`src/rtl/blinkled_memtest_master.sv`:
```
// rtl/blinkled_memtest_master.sv - Avalon-MM write/readback memory test master
// Optional: BLINKLED_MEMTEST_INVERT_PASS_EN adds a second pass using the inverted pattern.
module blinkled_memtest_master #(
    parameter int ADDR_W       = 16,
    parameter int DATA_W       = 32,
    parameter int READ_LATENCY = 1
) (
    input  logic                clk,
    input  logic                reset_n,
    input  logic                start,
    input  logic [ADDR_W-1:0]   base_addr,
    input  logic [ADDR_W:0]     word_count,
    input  logic [DATA_W-1:0]   seed,
    output logic [ADDR_W-1:0]   avm_address,
    output logic                avm_chipselect,
    output logic                avm_write,
    output logic [DATA_W/8-1:0] avm_byteenable,
    output logic [DATA_W-1:0]   avm_writedata,
    input  logic [DATA_W-1:0]   avm_readdata,
    output logic                busy,
    output logic                done,
    output logic                pass,
    output logic [ADDR_W:0]     err_count,
    output logic [ADDR_W-1:0]   first_err_addr
);
    localparam int BE_W  = DATA_W / 8;
    localparam int CNT_W = ADDR_W + 1;
    localparam int RL    = READ_LATENCY;

`ifdef BLINKLED_MEMTEST_INVERT_PASS_EN
    typedef enum logic [2:0] {S_IDLE, S_WRITE, S_READ, S_DRAIN, S_PASS2, S_DONE} state_t;
`else
    typedef enum logic [2:0] {S_IDLE, S_WRITE, S_READ, S_DRAIN, S_DONE} state_t;
`endif

    state_t              state_q, state_d;
    logic [CNT_W-1:0]    idx_q, idx_d;
    logic [CNT_W-1:0]    cnt_q, cnt_d;
    logic [ADDR_W-1:0]   base_q, base_d;
    logic [DATA_W-1:0]   seed_q, seed_d;
    logic [ADDR_W-1:0]   addr_q, addr_d;
    logic                cs_q, cs_d;
    logic                we_q, we_d;
    logic [DATA_W-1:0]   wdata_q, wdata_d;
    logic                busy_q, busy_d;
    logic                done_q, done_d;
    logic                pass_q, pass_d;
    logic [CNT_W-1:0]    err_q, err_d;
    logic [ADDR_W-1:0]   ferr_q, ferr_d;

`ifdef BLINKLED_MEMTEST_INVERT_PASS_EN
    logic                inv_q, inv_d;
`else
    logic                inv_q;
    assign inv_q = 1'b0;
`endif

    // Stage 0 mirrors the read currently on the bus; stage RL lines up with avm_readdata.
    logic [RL:0]         pv_q, pv_d;
    logic [DATA_W-1:0]   pexp_q [0:RL];
    logic [DATA_W-1:0]   pexp_d [0:RL];
    logic [ADDR_W-1:0]   paddr_q [0:RL];
    logic [ADDR_W-1:0]   paddr_d [0:RL];

    logic                last;
    logic [CNT_W-1:0]    nxt_idx;
    logic [ADDR_W-1:0]   nxt_addr;
    logic [DATA_W-1:0]   nxt_pat;
    logic [DATA_W-1:0]   first_pat;
    logic                issue_rd;
    logic [DATA_W-1:0]   rd_exp;
    logic [ADDR_W-1:0]   rd_addr;
    logic                mismatch;

    always_comb begin
        last      = (idx_q == cnt_q - 1'b1);
        nxt_idx   = idx_q + 1'b1;
        nxt_addr  = base_q + nxt_idx[ADDR_W-1:0];
        nxt_pat   = (seed_q + DATA_W'(nxt_idx)) ^ {DATA_W{inv_q}};
        first_pat = seed_q ^ {DATA_W{inv_q}};
        mismatch  = pv_q[RL] && (avm_readdata != pexp_q[RL]);
    end

    always_comb begin
        state_d  = state_q;
        idx_d    = idx_q;
        cnt_d    = cnt_q;
        base_d   = base_q;
        seed_d   = seed_q;
`ifdef BLINKLED_MEMTEST_INVERT_PASS_EN
        inv_d    = inv_q;
`endif
        addr_d   = addr_q;
        cs_d     = 1'b0;
        we_d     = 1'b0;
        wdata_d  = wdata_q;
        pass_d   = pass_q;
        err_d    = err_q;
        ferr_d   = ferr_q;
        issue_rd = 1'b0;
        rd_exp   = '0;
        rd_addr  = '0;

        if (mismatch) begin
            if (err_q != '1) begin
                err_d = err_q + 1'b1;
            end
            if (err_q == '0) begin
                ferr_d = paddr_q[RL];
            end
        end

        case (state_q)
            S_IDLE: begin
                if (start) begin
                    cnt_d  = word_count;
                    base_d = base_addr;
                    seed_d = seed;
                    idx_d  = '0;
                    err_d  = '0;
                    ferr_d = '0;
                    pass_d = 1'b0;
`ifdef BLINKLED_MEMTEST_INVERT_PASS_EN
                    inv_d  = 1'b0;
`endif
                    // An empty range still passes through DRAIN so done keeps a fixed two-cycle latency.
                    if (word_count == '0) begin
                        state_d = S_DRAIN;
                    end else begin
                        state_d = S_WRITE;
                        cs_d    = 1'b1;
                        we_d    = 1'b1;
                        addr_d  = base_addr;
                        wdata_d = seed;
                    end
                end
            end
            S_WRITE: begin
                cs_d = 1'b1;
                if (last) begin
                    state_d  = S_READ;
                    idx_d    = '0;
                    addr_d   = base_q;
                    issue_rd = 1'b1;
                    rd_exp   = first_pat;
                    rd_addr  = base_q;
                end else begin
                    idx_d   = nxt_idx;
                    we_d    = 1'b1;
                    addr_d  = nxt_addr;
                    wdata_d = nxt_pat;
                end
            end
            S_READ: begin
                if (last) begin
                    state_d = S_DRAIN;
                    idx_d   = '0;
                end else begin
                    idx_d    = nxt_idx;
                    cs_d     = 1'b1;
                    addr_d   = nxt_addr;
                    issue_rd = 1'b1;
                    rd_exp   = nxt_pat;
                    rd_addr  = nxt_addr;
                end
            end
            S_DRAIN: begin
                if (pv_q[RL-1:0] == '0) begin
`ifdef BLINKLED_MEMTEST_INVERT_PASS_EN
                    state_d = inv_q ? S_DONE : S_PASS2;
`else
                    state_d = S_DONE;
`endif
                end
            end
`ifdef BLINKLED_MEMTEST_INVERT_PASS_EN
            S_PASS2: begin
                inv_d = 1'b1;
                idx_d = '0;
                if (cnt_q == '0) begin
                    state_d = S_DRAIN;
                end else begin
                    state_d = S_WRITE;
                    cs_d    = 1'b1;
                    we_d    = 1'b1;
                    addr_d  = base_q;
                    wdata_d = ~seed_q;
                end
            end
`endif
            S_DONE: begin
                state_d = S_IDLE;
            end
            default: begin
                state_d = S_IDLE;
            end
        endcase

        pv_d       = {pv_q[RL-1:0], issue_rd};
        pexp_d[0]  = rd_exp;
        paddr_d[0] = rd_addr;
        for (int k = 1; k <= RL; k++) begin
            pexp_d[k]  = pexp_q[k-1];
            paddr_d[k] = paddr_q[k-1];
        end

        done_d = (state_d == S_DONE);
        busy_d = (state_d != S_IDLE) && (state_d != S_DONE);
        if (state_d == S_DONE) begin
            pass_d = (err_d == '0);
        end
    end

    always_ff @(posedge clk or negedge reset_n) begin
        if (!reset_n) begin
            state_q <= S_IDLE;
            idx_q   <= '0;
            cnt_q   <= '0;
            base_q  <= '0;
            seed_q  <= '0;
`ifdef BLINKLED_MEMTEST_INVERT_PASS_EN
            inv_q   <= 1'b0;
`endif
            addr_q  <= '0;
            cs_q    <= 1'b0;
            we_q    <= 1'b0;
            wdata_q <= '0;
            busy_q  <= 1'b0;
            done_q  <= 1'b0;
            pass_q  <= 1'b0;
            err_q   <= '0;
            ferr_q  <= '0;
            pv_q    <= '0;
            for (int k = 0; k <= RL; k++) begin
                pexp_q[k]  <= '0;
                paddr_q[k] <= '0;
            end
        end else begin
            state_q <= state_d;
            idx_q   <= idx_d;
            cnt_q   <= cnt_d;
            base_q  <= base_d;
            seed_q  <= seed_d;
`ifdef BLINKLED_MEMTEST_INVERT_PASS_EN
            inv_q   <= inv_d;
`endif
            addr_q  <= addr_d;
            cs_q    <= cs_d;
            we_q    <= we_d;
            wdata_q <= wdata_d;
            busy_q  <= busy_d;
            done_q  <= done_d;
            pass_q  <= pass_d;
            err_q   <= err_d;
            ferr_q  <= ferr_d;
            pv_q    <= pv_d;
            for (int k = 0; k <= RL; k++) begin
                pexp_q[k]  <= pexp_d[k];
                paddr_q[k] <= paddr_d[k];
            end
        end
    end

    assign avm_address    = addr_q;
    assign avm_chipselect = cs_q;
    assign avm_write      = we_q;
    assign avm_byteenable = {BE_W{cs_q}};
    assign avm_writedata  = wdata_q;
    assign busy           = busy_q;
    assign done           = done_q;
    assign pass           = pass_q;
    assign err_count      = err_q;
    assign first_err_addr = ferr_q;

endmodule

```
`config.mk`:
```
export PLATFORM = sky130hd
export DESIGN_NAME = blinkled_memtest_master
export DESIGN_NICKNAME = d
export VERILOG_FILES = /design/src/rtl/blinkled_memtest_master.sv
export SDC_FILE = /design/constraint.sdc
export NUM_CORES = 1
export LEC_CHECK = 0
export BUFFER_PORTS_ARGS = -buffer_cell sky130_fd_sc_hd__buf_4
export CAP_MARGIN = 40
export CORE_AREA = 2 2 237 239
export CTS_CLUSTER_SIZE = 12
export DETAILED_ROUTE_END_ITERATION = 7
export DIE_AREA = 0 0 239 241
export GPL_TIMING_DRIVEN = 0
export SLEW_MARGIN = 20
export SYNTH_ARGS = -nofsm -noshare
export SYNTH_HDL_FRONTEND = slang
export SYNTH_SLANG_ARGS = --single-unit
export TNS_END_PERCENT = 5
```
`constraint.sdc`:
```
create_clock -name clk -period 3.2 [get_ports clk]
set_input_delay 0.64 -clock clk [delete_from_list [all_inputs] [get_ports clk]]
set_output_delay 0.64 -clock clk [all_outputs]
set_load 0.005 [all_outputs]
```
==> flow_summary.toml, run 1 <==
[synthesis]
synth_edf_count = 0
ys_async_sr_fraction_pct = 100
synth_area_leaders = "dfrtp_1 (50%), nand2_1 (8.2%), xor2_1 (4.8%)"
synth-seq-cells = 269
synth_cell_type_count = 80
synth_commonest_cells = "nand2_1 (296), dfrtp_1 (269), nor2_1 (98)"
ys_seq_area_share_pct = 49.6
synthCells = 1414
yosysMostFrequentCell = "nand2_1"
netlist_area_um2 = 13600
yosysTopAreaCell = "dfrtp_1"
synth-main-ff-cell = "dfrtp_1"
syn_area_per_cell_um2 = 9.60
synthesis.nets = 1552
yosys_warnings = 0
yosysTopAreaCellShare_pct = 49.6

[clocking]
cts_buffers = 30
htreeDepth = 1
clock_path_buffers = 3
path_clk_slew_ns = 0.07
clk-insertion-delay-late_ns = 0.58
cts.sinks = 269
clockRootBuffer = "clkbuf_16"
cts_tree = "done"

[finish]
fin_util_pct = 33.3
nets = 1840
multiInputGateArea_um2 = 6860
final_cell_count_no_fill = 2428
regArea_um2 = 6740
drive_gt1_share_pct = 25.9
areaGrowthSynthToFinish_pct = 34.5
fill_cells = 5570
final_design_area_no_fill_um2 = 18300

[detailed_routing]
wirelength_um = 47600
drtAntennaViolNets = 0
wl_per_cell_um = 19.6
vias = 11900
remaining_drc_errors = 0
via_per_inst = 4.89
drt-pass1-iter-count = 5
drtIter0Drc = 1073

[placed_design]
postPlaceCellArea_um2 = 16000
routabilityCongestion = 0.869
dpl.cell_count = 2312
dp_slack_ns = -1.12
dp_hpwl_um = 35100
io_buffers = 189

[die]
die-area_um2 = 57600
core_um2 = 54900
rows = 86
io_pins = 190
die_h_um = 241
start_util_pct = 24.7
die_x_um = 239

[critical_path]
reg2reg_to = "avm_address[1]$_DFFE_PN0P_"
arrival_ns = 4.00
crit_type = "register to register"
endpoint_kind = "register"
rrSetupSlack_ns = -0.39
r2r_cells = 12
required_ns = 3.62
r2r_start = "cnt_q[1]$_DFFE_PN0P_"
crit_fanout = 6
cp-start-kind = "register"

[sta]
setup-violations-final = 113
fin_ws_ns = -0.388
slew_viol_final = 0
tightest_slew_ns = 0.897
fin_crit_sh_pct = 112
max_freq_mhz = 279
rsz0062_at_grt = "yes"
fin_skew_ns = 0.0200
whs_ns = 0.259
relSlewSlack_pct = 39.6
fin_tns_setup_ns = -24.44
period_needed_ns = 3.59
finalHoldViolations = 0

[power_and_ir_drop]
leakage_nw = 8.51
p_int_mw = 9.97
power.switching_mw = 6.74
clock_power_share_pct = 20.7
swShare_pct = 40.3
seqPwrFrac_pct = 32.0
peakVddDrop_uv = 361
pwr-share-comb_pct = 47.3
finalPower_mw = 16.7
p_per_area_nw_per_um2 = 915

[global_routing]
overflow = 0
grt_pass1_wl_um = 70700
grt_pass1_vias = 11800
grt.total_usage_pct = 16.1
antenna_found_initial = 5
grt_max_degree = 82

[min_path]
worstHoldStart = "seed[3]"
hp-class = "input pin to register"
holdPathStages = 3
whs_endpoint = "first_pat[3]$_DFFE_PN0P_"

[run_status]
violations = "negative setup slack"
status = "complete, but fails checks"

[flow_run]
max_cap_viol_count = 0
cells by family (layout without fill, tap and decap cells):
| kind of cell | Yosys count | in the layout | share of synthesized area [%] |
|---|---|---|---|
| muxes | 24 | 24 | 1.79 |
| xor gates and xnor gates | 121 | 121 | 7.81 |
| buffers and inverters | 107 | 412 | 3.54 |
| AOI/OAI and AO/OA | 296 | 297 | 14.9 |
| and+or+nand+nor | 559 | 559 | 18.7 |
| other | 0 | 4 | 0 |
| adders and majority gates | 38 | 38 | 3.61 |
| DFF | 269 | 269 | 49.6 |
state kept, by name, summed over array words and instances, names as in the netlist, 3 cells and up:
signal / cells
avm_writedata: 32
first_pat: 32
pexp_d: 32
pexp_q: 32
cnt_q: 17
err_count: 17
idx_q: 17
avm_address: 16
base_q: 16
first_err_addr: 16
paddr_d: 16
paddr_q: 16
state_q: 3
cells in the final DEF (no fill, tap or decap), types with 29 or more instances in the layout:
cell,count
ha_1,29
clkbuf_1,42
xnor2_1,40
xor2_1,66
o21ai_0,46
nor2_1,92
buf_4,253
nand2_1,288
a21oi_1,58
clkbuf_16,31
dfrtp_1,260
worst max-delay path: stages, from the launching register on:
cell       delay [ns]
dfrtp_1          0.38
inv_2            0.09
ha_4             0.14
or4b_4           0.50
nor4_4           0.30
xnor2_1          0.10
or4_4            0.54
a2111oi_4        0.20
buf_4            0.18
and3_4           0.21
o21ai_4          0.10
a222oi_1         0.54
a21oi_1          0.15
power groups by stage:
| stage | Clock [mW] | Sequential (mW) | Combinational [mW] |
|---|---|---|---|
| 2_1_floorplan | 0 | 5.11 | 4.15 |
| 3_3_place_gp | 0 | 5.33 | 6.41 |
| 3_5_place_dp | 0 | 5.36 | 6.60 |
| 4_1_cts | 3.52 | 5.32 | 7.56 |
| 5_1_grt | 3.66 | 5.46 | 8.61 |
| 6_report | 3.46 | 5.34 | 7.90 |
how the worst max path moves through the flow:
stage,startpoint,endpoint,slack [ns],depth (start not counted)
after floorplan,idx_q[0]$_DFFE_PN0P_,avm_writedata[29]$_DFFE_PN0P_,-0.006,15
after global placement,avm_readdata[21],pass$_DFFE_PN0P_,-1.13,11
after detailed placement,avm_readdata[14],pass$_DFFE_PN0P_,-1.12,11
after CTS,cnt_q[0]$_DFFE_PN0P_,avm_address[0]$_DFFE_PN0P_,-0.42,14
after global routing,cnt_q[1]$_DFFE_PN0P_,avm_address[1]$_DFFE_PN0P_,-0.50,12
final,cnt_q[1]$_DFFE_PN0P_,avm_address[1]$_DFFE_PN0P_,-0.39,12
routing by layer:
layer | wire length (µm) | track usage (%) | share of wire, % | vias up
li1 | - | - | - | 5512
met1 | 20200 | 20.9 | 42 | 5818
met2 | 22200 | 26.5 | 47 | 423
met3 | 2980 | 2.37 | 6.3 | 115
met4 | 2210 | 7.22 | 4.7 | 0
met5 | 0 | 0 | 0 | -
area by class of cell:
class / count / area share, %
multi-input cells: 1039 / 37.5
clock buffers: 44 / 4.79
well taps: 704 / 4.82
plain buffers: 72 / 2.96
diodes: 4 / 0.0548
flip-flops and latches: 269 / 36.9
inverters: 28 / 0.576
clock inverters: 6 / 0.528
repair buffers: 262 / 11.8
repair_timing:
| action | 4_1_cts | 5_1_grt |
|---|---|---|
| gates resized for setup | 115 | 54 |
| hold endpoints to repair | 53 | 0 |
| hold buffers | 1 | 0 |
| buffers inserted | 38 | 25 |
| setup endpoints to repair | 135 | 140 |
| pin swaps | 32 | 32 |
| gates cloned | 4 | 0 |
No activity file was read; power rests on OpenSTA's default activity.
==> run 2: changes to the inputs <==
--- a/config.mk
+++ b/config.mk
@@ -5,12 +5,13 @@
 export SDC_FILE = /design/constraint.sdc
 export NUM_CORES = 1
 export LEC_CHECK = 0
+export ABC_AREA = 1
 export BUFFER_PORTS_ARGS = -buffer_cell sky130_fd_sc_hd__buf_4
 export CAP_MARGIN = 40
-export CORE_AREA = 2 2 237 239
+export CORE_AREA = 2 2 242 244
 export CTS_CLUSTER_SIZE = 12
 export DETAILED_ROUTE_END_ITERATION = 7
-export DIE_AREA = 0 0 239 241
+export DIE_AREA = 0 0 244 246
 export GPL_TIMING_DRIVEN = 0
 export SLEW_MARGIN = 20
 export SYNTH_ARGS = -nofsm -noshare
==> run 2 against run 1 <==
Compared with the run above:
- the run still ends with negative setup slack left
- via count grew 8.4%
- worst setup slack better by 0.099 ns
- count of clock-buffer cells in the layout decreased by 5
- largest power group unchanged
- highest routed layer is now met5
==> flow_summary.toml, run 2 <==
[placed_design]
dp_slack_ns = -1.11
io_buffers = 189
dp_hpwl_um = 38600
routabilityCongestion = 0.898
dpl.cell_count = 2726

[finish]
drive_gt1_share_pct = 19.4
nets = 2150
final_cell_count_no_fill = 2792
layout_common_cells = "nand2_1 (502), dfrtp_1 (265), buf_4 (215)"
layout_commonest_cell = "nand2_1"
areaGrowthSynthToFinish_pct = 28.0

[detailed_routing]
drtAntennaViolNets = 0
wl_met3_um = 3280
remaining_drc_errors = 0
wirelength_um = 49400
vias = 12900
drt-met1-wl_um = 21300
drt-pass1-iter-count = 6
wl_per_cell_um = 17.7
via_per_inst = 4.61
drtIter0Drc = 975
wl_met2_um = 22900
top_layer = "met5"

[sta]
fin_skew_ns = 0.0277
whs_ns = 0.288
fin_tns_setup_ns = -4.07
max_freq_mhz = 287
period_needed_ns = 3.49
slew_viol_final = 0
finalHoldViolations = 0
fin_ws_ns = -0.289
tightest_slew_ns = 0.808
setup-violations-final = 41
fin_crit_sh_pct = 109
rsz0062_at_grt = "yes"
relSlewSlack_pct = 46.2

[die]
io_pins = 190
die_x_um = 244
die_h_um = 246
start_util_pct = 24.8
die-area_um2 = 60000
rows = 88
core_um2 = 57400

[critical_path]
reg2reg_to = "pexp_d[18]$_DFF_PN0_"
path_cells = "nand3_4 -> nor3_4 -> nand2_2 -> nor2_2 -> nand4_1 -> or2_4 -> nor2_4 -> xor2_2 -> buf_6 -> ha_4 -> a21oi_4 -> inv_1 -> a31oi_1 -> o21ai_1 -> o21bai_4 -> a21oi_2 -> xor2_1 -> o21ai_0"
startpoint = "idx_q[0]$_DFFE_PN0P_"
r2r_cells = 18
rrSetupSlack_ns = -0.29
cp_num_buf_inv = 2
critPathMaxStageDelay_ns = 0.47
crit_path_end = "pexp_d[18]$_DFF_PN0_"
crit_family = "compound AO/OA/AOI/OAI gates"
arrival_ns = 3.86
cpMaxStageDelayCell = "o21ai_0"
crit_type = "register to register"
crit_fanout = 5
r2r_start = "idx_q[0]$_DFFE_PN0P_"
cp-start-kind = "register"
endpoint_kind = "register"
required_ns = 3.58
cp_num_cells = 18

[power_and_ir_drop]
p_per_area_nw_per_um2 = 876
peakVddDrop_uv = 421
finalPower_mw = 16.0
leakage_nw = 9.07

[clocking]
clockRootBuffer = "clkbuf_16"
cts_buffers = 28
htreeDepth = 1
clk-insertion-delay-late_ns = 0.57
cts_tree = "done"
cts.sinks = 269
clock_path_buffers = 3
path_clk_slew_ns = 0.06

[synthesis]
yosysMostFrequentCell = "nand2_1"
ys_async_sr_fraction_pct = 100
synth_cell_type_count = 49
syn_area_per_cell_um2 = 8.05
synth_area_leaders = "dfrtp_1 (47%), nand2_1 (14%), inv_1 (5.3%)"
synthCells = 1769
synth-main-ff-cell = "dfrtp_1"
synth_commonest_cells = "nand2_1 (514), dfrtp_1 (269), inv_1 (201)"
yosysTopAreaCell = "dfrtp_1"
synth-seq-cells = 269
synthesis.nets = 1907
ys_seq_area_share_pct = 47.3
netlist_area_um2 = 14200
synth_edf_count = 0
yosys_warnings = 0
yosysTopAreaCellShare_pct = 47.3

[min_path]
hp-class = "input pin to register"

[global_routing]
grt_pass1_vias = 12700
overflow = 0
grt.total_usage_pct = 16.1
antenna_found_initial = 1
grt_pass1_wl_um = 74800
grt_max_degree = 91

[run_status]
violations = "negative setup slack"
status = "complete, but fails checks"

[flow_run]
max_cap_viol_count = 0
[run 2: routing by layer]
layer,vias to the layer above,global-route usage [%]
met2,409,26.3
met3,100,3.24
met5,-,0
met4,2,6.67
li1,6190,-
met1,6163,20.8
[run 2: area by class of cell]
class | instances | area [µm²]
fillers | 6034 | 39100
flip-flops and latches | 269 | 6740
well taps | 765 | 957
repair buffers | 213 | 1680
diodes | 2 | 5.00
multi-input cells | 1231 | 6950
clock buffers | 39 | 793
inverters | 209 | 788
plain buffers | 60 | 302
clock inverters | 4 | 27.5
[run 2: stage by stage]
stage	utilization [%]	area, µm²
final	31.8	18200
after global placement	29.0	16600
after CTS	31.4	18000
after detailed placement	29.2	16700
after floorplan	-	14300
after global routing	31.8	18200
[run 2: timing repair]
| item | 4_1_cts | 5_1_grt |
|---|---|---|
| pin swaps | 27 | 18 |
| setup buffers | 15 | 4 |
| gates cloned | 0 | 0 |
| resized for setup | 83 | 45 |
| hold buffers | 1 | 0 |
| setup endpoints to repair | 51 | 98 |
| hold endpoints to repair | 38 | 0 |
[run 2: cells by family (layout without fill, tap and decap cells)]
kind of cell,count (synthesis),count (layout),share of synthesized area [%]
compound gates,277,277,11.1
xor+xnor,98,98,6.17
simple gates,818,818,24.4
buf+inv,269,525,7.59
fa+ha+maj,38,38,3.44
flops,269,269,47.3
other cells,0,2,0
[run 2: worst min-delay path by stage]
stage / endpoint / slack [ns] / cells past startpoint / startpoint
floorplan: paddr_q[0]$_DFF_PN0_ / 0.33 / 0 / paddr_d[0]$_DFF_PN0_
global placement: pexp_q[29]$_DFF_PN0_ / 0.33 / 0 / pexp_d[29]$_DFF_PN0_
detailed placement: paddr_q[10]$_DFF_PN0_ / 0.33 / 0 / paddr_d[10]$_DFF_PN0_
CTS: first_pat[11]$_DFFE_PN0P_ / 0.27 / 3 / seed[11]
global route: cnt_q[11]$_DFFE_PN0P_ / 0.29 / 3 / word_count[11]
finish: cnt_q[11]$_DFFE_PN0P_ / 0.29 / 3 / word_count[11]
[run 2: worst reg2reg max path, stage by stage, from the launching register on]
cell and delay (ns):
dfrtp_2 0.46, nand3_4 0.12, nor3_4 0.16, nand2_2 0.09, nor2_2 0.10, nand4_1 0.14
or2_4 0.28, nor2_4 0.11, xor2_2 0.15, buf_6 0.15, ha_4 0.23, a21oi_4 0.13
inv_1 0.05, a31oi_1 0.13, o21ai_1 0.11, o21bai_4 0.19, a21oi_2 0.15, xor2_1 0.11
o21ai_0 0.47
[run 2: where the power goes]
part           leakage [nW]  internal [mW]  total, mW  switching [mW]
clock network         0.392           1.70       3.04            1.34
registers              3.53           4.35       5.27           0.915
logic                  5.15           3.11       7.68            4.57
total                  9.07           9.16       16.0            6.82
==> run 3: changes to the inputs <==
--- a/config.mk
+++ b/config.mk
@@ -8,11 +8,14 @@
 export ABC_AREA = 1
 export BUFFER_PORTS_ARGS = -buffer_cell sky130_fd_sc_hd__buf_4
 export CAP_MARGIN = 40
+export CELL_PAD_IN_SITES_DETAIL_PLACEMENT = 1
+export CELL_PAD_IN_SITES_GLOBAL_PLACEMENT = 2
 export CORE_AREA = 2 2 242 244
 export CTS_CLUSTER_SIZE = 12
 export DETAILED_ROUTE_END_ITERATION = 7
 export DIE_AREA = 0 0 244 246
 export GPL_TIMING_DRIVEN = 0
+export PLACE_DENSITY_LB_ADDON = 0.1
 export SLEW_MARGIN = 20
 export SYNTH_ARGS = -nofsm -noshare
 export SYNTH_HDL_FRONTEND = slang
==> constraint.sdc (replaced) <==
create_clock -name clk -period 3.2 [get_ports clk]
set_input_delay 0 -clock clk [delete_from_list [all_inputs] [get_ports clk]]
set_output_delay 0 -clock clk [all_outputs]
set_load 0.005 [all_outputs]
==> run 3 against run 2 <==
Compared with the run above:
- the run still ends with negative setup slack left
- maximum frequency is 3.4% higher
- register-to-register slack better by 0.11 ns
- power up 9.6%
- count of clock-buffer cells in the layout grew 13
- global-route usage grew 3.3 points
==> flow_summary.toml, run 3 (synthesized netlist as in run 2, its figures left out) <==
[finish]
layout_commonest_cell = "nand2_1"
drive_gt1_share_pct = 22.6
layout_common_cells = "nand2_1 (489), dfrtp_1 (264), buf_4 (223)"
areaGrowthSynthToFinish_pct = 38.5
final_design_area_no_fill_um2 = 19700
fin_util_pct = 34.4
antenna_cells = 0
final_cell_count_no_fill = 2890
fill_cells = 6725
nets = 2236

[min_path]
hp-class = "input pin to register"

[critical_path]
cp_num_buf_inv = 2
crit_path_end = "avm_writedata[26]$_DFFE_PN0P_"
critPathMaxStageDelay_ns = 0.46
r2r_start = "idx_q[1]$_DFFE_PN0P_"
crit_family = "simple AND/OR/NAND/NOR gates"
path_cells = "nand3_4 -> nor3_4 -> nand2_2 -> nor2_4 -> nand4_1 -> or2_4 -> nor2_4 -> xor2_2 -> buf_6 -> ha_4 -> nand2_1 -> nor2_1 -> inv_1 -> o21ai_1 -> nand2_1 -> a31oi_4 -> xor2_2 -> nor2_1 -> o21ai_1"
rrSetupSlack_ns = -0.17
cp_num_cells = 19
arrival_ns = 3.84
endpoint_kind = "register"
r2r_cells = 19
startpoint = "idx_q[1]$_DFFE_PN0P_"
cpMaxStageDelayCell = "dfrtp_2"
crit_fanout = 4
cp-start-kind = "register"
required_ns = 3.66
reg2reg_to = "avm_writedata[26]$_DFFE_PN0P_"
crit_type = "register to register"

[global_routing]
grt_max_degree = 86
grt.total_usage_pct = 19.4
grt_pass1_wl_um = 87600
overflow = 0
antenna_found_initial = 6
grt_pass1_vias = 14100

[die]
die-area_um2 = 60000
start_util_pct = 24.8
rows = 88
io_pins = 190
die_h_um = 246
core_um2 = 57400
die_x_um = 244

[run_status]
violations = "negative setup slack"
status = "complete, but fails checks"

[clocking]
clk-insertion-delay-late_ns = 0.55
htreeDepth = 2
path_clk_slew_ns = 0.06
cts_buffers = 36
cts_tree = "done"
cts.sinks = 269
clockRootBuffer = "clkbuf_16"
clock_path_buffers = 3

[sta]
finalHoldViolations = 0
whs_ns = 0.0514
fin_tns_setup_ns = -1.85
tightest_slew_ns = 0.854
rsz0062_at_grt = "yes"
fin_crit_sh_pct = 105
fin_skew_ns = 0.0156
relSlewSlack_pct = 43.0
setup-violations-final = 22
period_needed_ns = 3.37
fin_ws_ns = -0.175
slew_viol_final = 0
max_freq_mhz = 296

[power_and_ir_drop]
p_per_area_nw_per_um2 = 888
finalPower_mw = 17.5
peakVddDrop_uv = 309
leakage_nw = 9.70

[detailed_routing]
remaining_drc_errors = 0
drt-pass1-iter-count = 5
drtAntennaViolNets = 0
wirelength_um = 58000
via_per_inst = 4.60
drtIter0Drc = 736
vias = 13300
wl_per_cell_um = 20.1

[flow_run]
max_cap_viol_count = 0

[placed_design]
dpl.cell_count = 2726
postPlaceCellArea_um2 = 16700
dp_slack_ns = -1.23
io_buffers = 189
routabilityCongestion = 0.862
dp_hpwl_um = 44300
## run 3: cell types whose count changed in the layout (fill, tap and decap cells not counted), moves of 9 or more
cell and delta:
nand2_2 +10, inv_1 -9, o21ai_0 -10, dlygate4sd3_1 +65
nand2_1 -13
## run 3: worst min-delay path by stage
stage                                      end          start  cells after the start
detailed placement         avm_write$_DFF_PN0_        reset_n                      1
CTS                    err_count[10]$_DFF_PN0_          start                      4
finish                  err_count[9]$_DFF_PN0_          start                      4
global route            err_count[9]$_DFF_PN0_          start                      4
global placement          cnt_q[9]$_DFFE_PN0P_  word_count[9]                      3
floorplan           avm_address[0]$_DFFE_PN0P_        reset_n                      0
## run 3: final cells by class
cell class | count | area, µm² | share of cell area [%]
multi-input cells | 1231 | 7270 | 36.8
repair buffers | 291 | 2470 | 12.5
clock buffers | 52 | 1050 | 5.33
inverters | 209 | 793 | 4.02
flip-flops and latches | 269 | 6740 | 34.1
well taps | 765 | 957 | 4.85
plain buffers | 60 | 304 | 1.54
clock inverters | 13 | 150 | 0.761
## run 3: layer usage
metal / GRT usage, % / vias up / wire, µm
met1: 26.5 / 6595 / 27500
met5: 0 / - / 0
met2: 31.6 / 248 / 26700
met4: 5.65 / 0 / 1630
li1: - / 6372 / -
met3: 3.26 / 68 / 2220
## run 3: tightest hold or removal path: cells and delay by family
family	cells	cell delay [ns]
buffers and inverters	3	0.40
AOI/OAI and AO/OA	1	0.15
## run 3: timing repair
action                     CTS  global route
hold buffers                67             0
gates resized for setup    123            91
pin swaps                   32            30
setup buffers               21             8
setup endpoints to repair   82           105
hold endpoints to repair   381             0
## run 3: power by group
group	internal [mW]	switching, mW
sequential	4.36	0.957
combinational	3.32	4.75
clock	2.53	1.61
